[src/rtl/contador_modular_pkg.sv]
// Shared constants and helpers for the modular counter family.
package contador_pkg;

  localparam logic DIR_UP = 1'b1;
  localparam logic DIR_DN = 1'b0;

  // Load values above the terminal value are pinned to it so count never leaves 0..max.
  function automatic logic [31:0] clamp(input logic [31:0] val, input logic [31:0] max);
    return (val > max) ? max : val;
  endfunction

endpackage

[src/rtl/contador_prescaler.sv]
// Enable-gated prescaler: tick fires on every PRESCALE-th enabled clock.
// PRESCALE=1 collapses to tick=en with no state.
module contador_prescaler #(
  parameter int unsigned PRESCALE = 1
) (
  input  logic clk,
  input  logic rst_n,
  input  logic en,
  input  logic clr,
  output logic tick
);

  generate
    if (PRESCALE <= 1) begin : g_bypass
      logic presc_unused;
      assign presc_unused = ^{clk, rst_n, clr};
      assign tick = en;
    end else begin : g_div
      localparam int unsigned PW = $clog2(PRESCALE);
      localparam logic [PW-1:0] PMAX = PW'(PRESCALE - 1);
      localparam logic [PW-1:0] PONE = PW'(1);

      logic [PW-1:0] presc;

      assign tick = en && (presc == PMAX);

      // Phase is kept across en deassertion; only reset and load restart it.
      always_ff @(posedge clk) begin
        if (!rst_n)      presc <= '0;
        else if (clr)    presc <= '0;
        else if (en)     presc <= (presc == PMAX) ? '0 : presc + PONE;
      end
    end
  endgenerate

endmodule

[src/rtl/contador_modular.sv]
// Up/down modulo-(MAX_VAL+1) counter with load, prescaler and terminal-count pulse.
// Define CONTADOR_MODULAR_SAT_EN to saturate at 0/MAX_VAL instead of wrapping.
module contador_modular
  import contador_pkg::*;
#(
  parameter int unsigned WIDTH    = 16,
  parameter logic [31:0] MAX_VAL  = 32'd65535,
  parameter int unsigned PRESCALE = 1
) (
  input  logic             clk,
  input  logic             rst_n,
  input  logic             en,
  input  logic             up_dn,
  input  logic             load,
  input  logic [WIDTH-1:0] load_val,
  output logic [WIDTH-1:0] count,
  output logic             tc
);

  localparam logic [WIDTH-1:0] MAXV = WIDTH'(MAX_VAL);
  localparam logic [WIDTH-1:0] ONE  = WIDTH'(1);

  logic             tick;
  logic [WIDTH-1:0] load_cnt;
  logic [WIDTH-1:0] step_cnt;
  logic             step_tc;

  contador_prescaler #(.PRESCALE(PRESCALE)) u_presc (
    .clk  (clk),
    .rst_n(rst_n),
    .en   (en),
    .clr  (load),
    .tick (tick)
  );

  assign load_cnt = WIDTH'(clamp(32'(load_val), MAX_VAL));

  always_comb begin
    step_cnt = count;
    step_tc  = 1'b0;
    case (up_dn)
      DIR_UP: begin
`ifdef CONTADOR_MODULAR_SAT_EN
        if (count != MAXV) begin
          step_cnt = count + ONE;
          step_tc  = (count == MAXV - ONE);
        end
`else
        if (count == MAXV) begin
          step_cnt = '0;
          step_tc  = 1'b1;
        end else begin
          step_cnt = count + ONE;
        end
`endif
      end
      DIR_DN: begin
`ifdef CONTADOR_MODULAR_SAT_EN
        if (count != '0) begin
          step_cnt = count - ONE;
          step_tc  = (count == ONE);
        end
`else
        if (count == '0) begin
          step_cnt = MAXV;
          step_tc  = 1'b1;
        end else begin
          step_cnt = count - ONE;
        end
`endif
      end
    endcase
  end

  // tc is registered alongside count so it lines up with the wrapped value.
  always_ff @(posedge clk) begin
    if (!rst_n) begin
      count <= '0;
      tc    <= 1'b0;
    end else if (load) begin
      count <= load_cnt;
      tc    <= 1'b0;
    end else if (tick) begin
      count <= step_cnt;
      tc    <= step_tc;
    end else begin
      tc    <= 1'b0;
    end
  end

endmodule

[config.mk]
export PLATFORM = sky130hd
export DESIGN_NAME = contador_modular
export DESIGN_NICKNAME = d
export VERILOG_FILES = /design/src/rtl/contador_modular_pkg.sv /design/src/rtl/contador_prescaler.sv /design/src/rtl/contador_modular.sv
export SDC_FILE = /design/constraint.sdc
export NUM_CORES = 1
export LEC_CHECK = 0
export BUFFER_PORTS_ARGS = -buffer_cell sky130_fd_sc_hd__buf_4
export CORE_MARGIN = 1
export CORE_UTILIZATION = 48
export CTS_CLUSTER_SIZE = 12
export DETAILED_ROUTE_END_ITERATION = 12
export GPL_TIMING_DRIVEN = 0
export PLACE_DENSITY = 0.73
export RECOVER_POWER = 50
export SETUP_SLACK_MARGIN = 0.05
export SLEW_MARGIN = 10
export SYNTH_ARGS = -nofsm -noshare
export SYNTH_HDL_FRONTEND = slang
export SYNTH_SLANG_ARGS = --single-unit
[constraint.sdc]
create_clock -name clk -period 7.3 [get_ports clk]
set_clock_uncertainty 0.2 [all_clocks]
set_input_delay 0.73 -clock clk [delete_from_list [all_inputs] [get_ports clk]]
set_output_delay 0.73 -clock clk [all_outputs]
set_load 0.005 [all_outputs]
* After elaboration in Yosys (flattened, before gate mapping)
Cells that the tools add are included.
Widths: inputs -> output; s select.
** Operators by class
- Multiplexer cells :: 8
- Bitwise gates (word level) :: 3
- Equality and inequality tests :: 1
- Add/subtract/negate cells :: 2
- Reductions and logical operators :: 3
** Operators by type and width (count)
- $mux 16 :: 4
- $pmux 16 s2 :: 1
- $add 16x1->16 const B :: 1
- $eq 16x16->1 const B :: 1
- $logic_not 16->1 :: 1
- $sub 16x1->16 const B :: 1
- $not 1->1 :: 3
- $reduce_or 3->1 :: 1
- $mux 1 :: 2
- $pmux 1 s2 :: 1
- $reduce_bool 2->1 :: 1
** Word-level totals
- Bits in registers :: 17
- Input bits :: 21
- Word-level logic and storage cells :: 19
- Output and inout port bits :: 17

* Longest topological paths before layout
- Depth after elaboration :: 5
- Mapped depth :: 7

* By module
A second synthesis with hierarchy kept.
** Second synthesis, totals
- Cells, all modules :: 212
- Area, all modules :: 1586.5 µm²
** Modules (own cells, without submodules)
- contador_modular :: times used 1, area each 1579.0 µm², cells each 211
- contador_prescaler :: times used 1, area each 7.5 µm², cells each 1

* Worst setup path before layout
OpenSTA, ideal clock, no wires.
- Path kind :: flip-flop to flip-flop
- From :: register count[8]
- To :: register count[13]
- Library setup time :: 0.122 ns
- Buffers on the path :: 1
- Clock period less this slack :: 2.316 ns
- Path slack :: 4.984 ns
- Arrival time :: 1.994 ns
- Stages on the path, launching flop included :: 7
- Cell sequence :: dfxtp_1 > buf_2 > or4_4 > or3_4 > o311a_1 > nor4b_2 > a21oi_1
** On the way
- Word-level cells in the longest chain between the ends :: 5
- Elaborated cells on any way between the ends :: 9
- Those cells by class :: add/sub: 2; eq/ne: 1; mux: 5; reduce/logical: 1
** Ends and longest elaborated chain
- start, declared :: line contador_modular.sv:16 : output logic [WIDTH-1:0] count,
- start signal, assigned :: line contador_modular.sv:81 : count <= load_cnt;
- start signal, assigned :: line contador_modular.sv:84 : count <= step_cnt;
- $sub 16x1->16 (tied with other cells) :: line contador_modular.sv:68 : step_cnt = count - ONE;
- $mux 16 (on tied branches) :: line contador_modular.sv:64, contador_modular.sv:49
- $pmux 16 s2 (*) :: line contador_modular.sv:41 : case (up_dn)
- $mux 16 (*) :: line contador_modular.sv:83 : end else if (tick) begin
- $mux 16 (*) :: line contador_modular.sv:80 : end else if (load) begin
Mark *: on every way between the ends. The rest lies on a longest branch, timed or not. The select of a mux whose other input is x is not followed.
A chain may end at the register's enable or synchronous reset.

* Final worst setup path
- From :: register count[4]
- To :: register count[2]
** On the way
- Word-level cells in the longest chain between the ends :: 5
- Elaborated cells on any way between the ends :: 7
- Those cells by class :: eq/ne: 1; mux: 5; reduce/logical: 1
** Ends and longest elaborated chain (line)
- $eq 16x16->1 / $logic_not 16->1 (equally long branches) :: contador_modular.sv:49, contador_modular.sv:64
- $mux 16 (on tied branches) :: contador_modular.sv:49, contador_modular.sv:64
- $pmux 16 s2 (*) :: contador_modular.sv:41
- $mux 16 (*) :: contador_modular.sv:83
- $mux 16 (*) :: contador_modular.sv:80
Marked as above.

==> run summary <==
Hold Buf Count CTS: 0
die height: 59.36 um
FMAX: 0.3880 GHz
most common cell in the netlist: o21ai_0
Core Region: 3078 sq um
Worst-Skew Late Latency: 0.31 ns
Yosys top cell area share: 21.55%
DRC: 0
max incr delay on CP: 0.54 ns
Final GP Congestion: 0.9213
antenna violations before repair: 0
Post-synth EDFFs: 0
status: finished, final reports clean
area leader, netlist: dfxtp_1
final setup vio count: 0
Routed WL: 5.018 mm
r2r endpoint: count[2]$_SDFFE_PN0P_
Worst path slowest cell: a31oi_2
I/O pins: 38
root buffer cell: clkbuf_4
Clk pwr share: 20.3%
VDD IR max: 0.08578 mV
Net Sw Frac: 37.99%
vias per cell: 6.064
filler instances: 296
first-pass GRT wire length: 8.100 mm
Post-Syn Nets: 235
Initial Util: 51.30%
CTS HTree Levels: 1
sequential power share: 39.9%
unrepaired setup endpoints after global routing: no
GRT Resource Usage Total: 31.35%
reg2reg setup slack: 4.72 ns
Die Area: 3523 sq um
fin cells: 295
initial DRC count: 114
Worst Max-Slew Pin Slew: 0.6397 ns
number of global-route vias before repair: 1643
ANT cells: 0
Design Area, Final: 1932 sq um
sequential share of the synthesized area: 21.55%
Worst setup SP type: register
Final HPWL DP: 3.495 mm
Setup CP Type: register to register
critical path's most frequent cell: clkbuf_1
CTS tree: yes
worst-path fanout max: 9
fraction of layout cells with a size suffix above 1: 22.71%
Yosys warning total: 0
Top FF cell, synth: dfxtp_1
Relative slew margins: 57.24%
Internal: 0.0001685 W
CTS clock-pin slew for the worst setup and hold paths: 0.11 ns
worst hold start: load_val[7]
Row Count: 20
Detail Route Antenna Nets: 0
drt first pass iters: 4
drt wl/cell: 17.01 um
Final Hold Vio Count: 0
R2R Path Start: count[4]$_SDFFE_PN0P_
post-synthesis cell type count: 55
FF-to-FF path depth: 7
worst endpoint required time: 7.31 ns
Leakage Power: 0.6919 nW
Post-Place Cells: 291
Area contributors post-synth: dfxtp_1 22%, o21ai_0 6.3%, nor3_1 5.7%
CTS Buffer Depth: 2
crit path DAT: 2.58 ns
Area Growth Syn to Fin: 22.35%
max-cap violation count: 0
cell count after synthesis: 211
FFs w/ async S/R, synth: 0%
I/O Buffers: 36
WHS Path Cells: 3
Synth Cell Area: 1579 sq um
#FFs+latches synth: 17
Hold Path Class: input pin to register
Final Critical Period: 2.577 ns
grt total ovfl: 0
DP Area: 1904 sq um
Post-Syn Area per Cell: 7.483 sq um
synth cell count leaders: 20 x o21ai_0, 18 x clkbuf_1, 18 x nor3_1
TNS Setup: 0 ns
Hold Path Sink: count[7]$_SDFFE_PN0P_
crit-path cells: clkbuf_1 -> or3_1 -> clkbuf_1 -> nor4b_4 -> a31oi_2 -> o221ai_1 -> nor3b_1
TritonCTS buffer count: 3
via count: 1789
clk sinks: 17
largest net degree at the start of global routing: 11
post-CTS resize count: 0
setup bufs post-CTS: 0
Comb pwr share: 39.8%
Period Utilization, post-route: 35.30%
Final Max Tran Viols: 0
Nets: 276
PwrDens: 140.7 nW/um^2
Die Width: 59.36 um
NetSw: 0.0001032 W
Crit. End Element: register
==> per-layer routing <==
metal | track usage, % | wire [um] | share of wire, %
met1 | 42.13 | 2278 | 45
met2 | 48.48 | 2281 | 45
met3 | 8.297 | 398 | 7.9
met4 | 10.20 | 59 | 1.2
met5 | 0 | 0 | 0
==> registers in the layout, summed over array words and instances, names as in the netlist <==
name,count
count,16
tc,1
==> critical path: cells and delay by family, from the launching register on <==
kind	cells	cell delay, ns
AND/OR/NAND/NOR	3	0.48
buffers and inverters	2	0.69
flip-flops	1	0.34
AO/OA/AOI/OAI	2	0.75
==> power groups by stage <==
stage | sequential (W) | combinational (W) | clock, W
detailed placement | 0.000110 | 0.000107 | 0
floorplan | 0.000109 | 0.0000708 | 0
finish | 0.000108 | 0.000108 | 0.0000552
global route | 0.000109 | 0.000118 | 0.0000619
CTS | 0.000108 | 0.000107 | 0.0000590
global placement | 0.000110 | 0.000107 | 0
==> kinds of logic (layout without fill, tap and decap cells) <==
| family | Yosys count | in the layout | share of synthesized area (%) |
|---|---|---|---|
| flops | 17 | 17 | 21.55 |
| simple gates | 79 | 79 | 29.87 |
| fa+ha+maj | 3 | 3 | 2.377 |
| compound gates | 67 | 67 | 29.87 |
| buf+inv | 29 | 69 | 7.448 |
| xor+xnor | 16 | 16 | 8.875 |
==> per-stage QoR <==
step	hold slack, ns	util (%)	setup slack, ns	total power (W)
3_5_place_dp	0.4301	61.87	4.618	0.0002172
3_3_place_gp	0.4205	61.87	4.600	0.0002167
2_1_floorplan	0.3979	-	4.984	0.0001800
6_report	0.4350	62.76	4.723	0.0002717
5_1_grt	0.4273	62.76	4.564	0.0002894
4_1_cts	0.4275	62.76	4.748	0.0002747
==> how the worst max path moves through the flow <==
stage                           from                     end  depth (start not counted)
2_1_floorplan  count[8]$_SDFFE_PN0P_  count[13]$_SDFFE_PN0P_                          6
3_3_place_gp                   up_dn   count[2]$_SDFFE_PN0P_                          5
3_5_place_dp                   up_dn   count[2]$_SDFFE_PN0P_                          5
4_1_cts        count[4]$_SDFFE_PN0P_   count[2]$_SDFFE_PN0P_                          7
5_1_grt        count[5]$_SDFFE_PN0P_   count[2]$_SDFFE_PN0P_                          7
6_report       count[4]$_SDFFE_PN0P_   count[2]$_SDFFE_PN0P_                          7
==> cells in the final DEF (no fill, tap or decap), types with 2 or more instances in the layout <==
cell / count
and4_1: 2
nand2_1: 14
o41ai_1: 3
nand3_1: 11
a22oi_1: 2
nor3_1: 18
clkbuf_4: 20
xor2_1: 6
nand4_1: 7
o21ai_0: 20
o21a_1: 4
xnor2_1: 10
buf_4: 19
nor4_1: 3
a31oi_1: 3
nor4b_2: 2
inv_1: 7
a211oi_1: 4
ha_1: 3
o31ai_1: 2
clkbuf_1: 18
a21oi_1: 12
nor2_1: 6
dfxtp_1: 17
and3_1: 3
or3_1: 2
o31a_1: 2
==> area by class of cell <==
class | count | area, sq um | share of cell area, %
repair buffers | 36 | 270.3 | 13.99
clock inverters | 1 | 5.005 | 0.2591
plain buffers | 21 | 87.58 | 4.534
multi-input cells | 165 | 1121 | 58.03
inverters | 8 | 30.03 | 1.554
clock buffers | 3 | 22.52 | 1.166
well taps | 44 | 55.05 | 2.850
flip-flops and latches | 17 | 340.3 | 17.62
(Power assumes the default switching activity.)
